File: src/rtl/reg_file.sv
// reg_file: general-purpose register file for the single-cycle CPU.
//
// Two combinational read ports and one clocked write port. Register 0 reads
// as zero and ignores writes. A synchronous active-high reset clears every
// register, and it takes priority over a write in the same cycle.
//
// Optional feature, selected by the macro REG_FILE_BYPASS_EN:
//   defined   - write-through bypass. While a write to a non-zero index is
//               pending (RegWrite=1, rst=0), a read port addressing that
//               index shows WriteData in the same cycle.
//   undefined - the read ports show the stored (pre-edge) value. The written
//               value is visible only after the clock edge.
//
// Ports:
//   clk        in   1       system clock; state updates on the rising edge
//   rst        in   1       synchronous reset, active-high
//   RegWrite   in   1       write enable for the current cycle
//   WriteReg   in   ADDR_W  destination register index
//   WriteData  in   DATA_W  data to be written
//   ReadReg1   in   ADDR_W  source register index, port 1
//   ReadReg2   in   ADDR_W  source register index, port 2
//   ReadData1  out  DATA_W  contents of ReadReg1 (combinational)
//   ReadData2  out  DATA_W  contents of ReadReg2 (combinational)
module reg_file #(
  parameter int DATA_W = 32,
  parameter int ADDR_W = 5
) (
  input  logic              clk,
  input  logic              rst,
  input  logic              RegWrite,
  input  logic [ADDR_W-1:0] WriteReg,
  input  logic [DATA_W-1:0] WriteData,
  input  logic [ADDR_W-1:0] ReadReg1,
  input  logic [ADDR_W-1:0] ReadReg2,
  output logic [DATA_W-1:0] ReadData1,
  output logic [DATA_W-1:0] ReadData2
);

  localparam int DEPTH = 1 << ADDR_W;

  // The reads are combinational, so the array is built from flops rather
  // than block RAM.
  logic [DATA_W-1:0] mem_reg [DEPTH];

  genvar gi;

  // Entry 0 is a constant zero with no storage behind it. A write to index 0
  // therefore has nothing to update, and a read of index 0 returns zero
  // without extra muxing.
  generate
    for (gi = 0; gi < DEPTH; gi++) begin : g_regs
      if (gi == 0) begin : g_zero
        assign mem_reg[gi] = '0;
      end else begin : g_store
        always_ff @(posedge clk) begin
          if (rst) begin
            mem_reg[gi] <= '0;
          end else if (RegWrite && (WriteReg == ADDR_W'(gi))) begin
            mem_reg[gi] <= WriteData;
          end
        end
      end
    end
  endgenerate

  // The two read ports are identical. Gather their addresses and results
  // into arrays so a single generate loop builds both ports.
  logic [ADDR_W-1:0] raddr [2];
  logic [DATA_W-1:0] rdata [2];

  assign raddr[0]  = ReadReg1;
  assign raddr[1]  = ReadReg2;
  assign ReadData1 = rdata[0];
  assign ReadData2 = rdata[1];

  generate
    for (gi = 0; gi < 2; gi++) begin : g_rports
      always_comb begin
        rdata[gi] = mem_reg[raddr[gi]];
`ifdef REG_FILE_BYPASS_EN
        // Forward the pending write. The bypass is suppressed during reset
        // (the write is dropped) and for index 0 (which must read zero).
        if (RegWrite && !rst && (WriteReg != '0) && (raddr[gi] == WriteReg)) begin
          rdata[gi] = WriteData;
        end
`endif
      end
    end
  endgenerate

endmodule
File: config.mk
export PLATFORM = sky130hd
export DESIGN_NAME = reg_file
export DESIGN_NICKNAME = d
export VERILOG_FILES = /design/src/rtl/reg_file.sv
export SDC_FILE = /design/constraint.sdc
export NUM_CORES = 2
export LEC_CHECK = 0
export BUFFER_PORTS_ARGS = -buffer_cell sky130_fd_sc_hd__clkbuf_2
export CAP_MARGIN = 20
export CORE_MARGIN = 8
export CORE_UTILIZATION = 25
export CTS_CLUSTER_DIAMETER = 30
export DETAILED_ROUTE_END_ITERATION = 12
export GPL_TIMING_DRIVEN = 0
export PLACE_DENSITY_LB_ADDON = 0.3
export SETUP_SLACK_MARGIN = 0.2
export SYNTH_ARGS = -nofsm -noshare
export SYNTH_HDL_FRONTEND = slang
export SYNTH_SLANG_ARGS = --single-unit
File: constraint.sdc
create_clock -name clk -period 2.1 [get_ports clk]
set_clock_uncertainty 0.05 [all_clocks]
set_input_delay 0.42 -clock clk [delete_from_list [all_inputs] [get_ports clk]]
set_output_delay 0.42 -clock clk [all_outputs]
set_load 0.005 [all_outputs]
==> impl_metrics.ini <==
[run_status]
status = finished with violations
violations = negative setup slack

[clocking]
cts-root-buf = clkbuf_16
clock_sinks = 992
htreeDepth = 5
clockBufferDepth = 4
clk_pin_slew_ns = 0.04
clock_latency_ns = 0.86
cts_buffers = 289
cts_tree = done

[synth]
yosysUniqueCellTypes = 29
yosysSeqAreaShare = 0.387
synthesis.nets = 6630
synth_top_family_by_area = simple AND/OR/NAND/NOR gates
synth_area_leaders = dfxtp_1, nand2_1, mux2i_1, a21oi_1, a22oi_1
synth-edff-count = 0
post_synth_instance_area_um2 = 51300
synth-xor-area-share = 0
async_flop_share = 0
synth_top_area_frac = 0.387
yosysWarnings = 0
synth_flop_cell = dfxtp_1
avgSynthCellArea_um2 = 7.80
ys_ff_latch = 992
synth_fa_ha_area_frac = 0
synth-simple-area-share = 0.200
synth_top_area_cell = dfxtp_1
synth_compound_area_frac = 0.165
syn_inst = 6580
muxShareOfSynthArea = 0.192

[finish]
layout.cells.most_common_list = nand2_1, a21oi_1, dfxtp_1
syn_to_final_growth_pct = 34.6
final_common_cell = nand2_1
stdcell_area_um2 = 69100
multiInputGateArea_um2 = 31600
fin_cells = 9930
nets = 7074
largest_reg_flops = 992
drive_gt1_frac = 0.198
fillerInstances = 21200
fin_util = 0.338
layout.area.seq_um2 = 19900

[sta]
finalSetupViolCount = 64
finalHoldViolCount = 0
setup_slack_ns = -1.07
slew_headroom = 0.217
fin_crit_ns = 3.17
whs_ns = 0.128
drv_slew = 0
fin_setup_tns_ns = -60.81
worst_pin_slew_ns = 1.17
fin_crit_sh = 1.51
rsz0062_at_grt = yes
fmax_mhz = 315

[route]
vias = 51900
viasPerCell = 5.23
ant_nets = 0
drt_first_pass_iters = 6
routedWlPerCell_um = 25.4
route.detailed.drc = 0
drt_iter0_markers = 5387
wirelength_mm = 252

[min_path]
min_path_cells = 5
hold_path_class = in2reg
min_from = WriteReg[0]
min_delay_worst_endpoint = mem_reg[383]

[place]
post-place-ws_ns = -2.14
placed_area_um2 = 56100
dp_cells = 9380
port_buffers = 108
gp_congestion = 0.983
dp_hpwl_mm = 196

[die]
core_area_um2 = 204000
die_area_um2 = 220000
die_h_um = 469
io_pins = 114
die_w_um = 469
core.rowCount = 166
start_util = 0.251

[grt]
antenna_found_initial = 30
overflow = 0
grt_pass1_vias = 50800
grt_max_degree = 17
grt_pass1_wl_mm = 354
globalRouteTotalUtil = 0.219

[power]
p_leak_nw = 25.5
combPwrFrac = 0.086
power_frac_seq = 0.278
p_int_mw = 51.7
netSwitchingPower_mw = 17.2
pwr-share-clk = 0.635
p_sw_frac = 0.249
ir_worst_vdd_mv = 0.651
power_density_nw_per_um2 = 998
power_mw = 68.9

[flow_run]
maxCapViolations = 0

[critical_path]
crit_fanout = 10
arrival_ns = 2.70
crit_chain = buf_12 -> buf_6 -> nor2b_1 -> buf_2 -> clkbuf_4 -> a22oi_1 -> a31oi_4 -> nand3_2 -> clkbuf_2
reg2reg_depth = 2
r2r_setup_slack_ns = 1.27
cp.required_ns = 1.63
end_kind = output port
path_class = in2out
path_delay_family = buffers and inverters
max_stage_delay_ns = 0.42
crit_slowest_cell = clkbuf_4
critPathBufInv = 5
crit_path_start_kind = input port
r2r_start = mem_reg[916]
r2r_end = mem_reg[916]
-- cell families (layout without fill, tap and decap cells) --
| logic type | Yosys count | after routing |
|---|---|---|
| simple gates | 2536 | 2536 |
| compound gates | 1504 | 1504 |
| flops | 992 | 992 |
| mux | 896 | 896 |
| buf+inv | 652 | 1300 |
| other cells | 0 | 14 |
-- final cells by class --
cell class	count	area share
clock inverters	115	0.0222
repair buffers	154	0.0151
plain buffers	651	0.0501
multi-input cells	4936	0.457
well taps	2688	0.0487
diodes	14	0.000507
flip-flops and latches	992	0.288
clock buffers	380	0.118
-- tightest hold or removal path, delay by kind of cell --
family / cells / cell delay, ns
simple gates: 2 / 0.20
compound gates: 1 / 0.05
buf+inv: 2 / 0.33
-- per-layer routing --
| metal | track usage | part of all wire | routed length [um] | vias up |
|---|---|---|---|---|
| li1 | - | - | - | 23600 |
| met5 | 0 | 0.000052 | 13 | - |
| met4 | 0.118 | 0.057 | 14400 | 2 |
| met2 | 0.347 | 0.45 | 113000 | 2544 |
| met1 | 0.275 | 0.41 | 102000 | 25100 |
| met3 | 0.0502 | 0.089 | 22400 | 690 |
-- synthesized netlist by cell type (2+ instances only) --
cell type and n:
a22oi_1 256, nor2_2 8, buf_1 12, nor4_2 7, or2_2 2, a31oi_1 64, mux2i_1 768, nand2_1 2147
nor3_2 8, nand2b_1 6, a221oi_1 64, nor2_1 13, mux4_2 64, buf_2 199, or2_1 3, a21oi_1 1120
clkbuf_1 405, buf_4 36, and2_1 4, nor3_1 65, nor2b_1 74, dfxtp_1 992, mux2_2 64, nand3_1 192
nor3_4 3
-- power groups by stage --
stage	combinational [mW]	clock, mW	sequential [mW]
2_1_floorplan	2.79	0	19.4
3_3_place_gp	5.11	0	19.5
3_5_place_dp	5.14	0	19.5
4_1_cts	5.70	43.9	19.2
5_1_grt	6.08	45.0	19.2
6_report	5.96	43.8	19.2
-- repair_timing --
| action | CTS | global route |
|---|---|---|
| hold buffers | 32 | 0 |
| pin swaps | 66 | 38 |
| setup endpoints to repair | 275 | 223 |
| hold endpoints to repair | 32 | 0 |
| buffers inserted | 8 | 2 |
| resized for setup | 503 | 102 |
-- worst max path at each step --
stage,depth (start not counted),startpoint,slack (ns),endpoint
after floorplan,7,ReadReg1[0],0.1,ReadData1[29]
after global placement,8,ReadReg1[2],-2.20,ReadData1[15]
after detailed placement,8,ReadReg2[2],-2.14,ReadData2[0]
after CTS,6,mem_reg[783],-1.03,ReadData2[15]
after global routing,6,mem_reg[823],-1.09,ReadData2[23]
final,9,ReadReg2[0],-1.07,ReadData2[26]
Note: power is estimated with default switching activity, not from simulation.
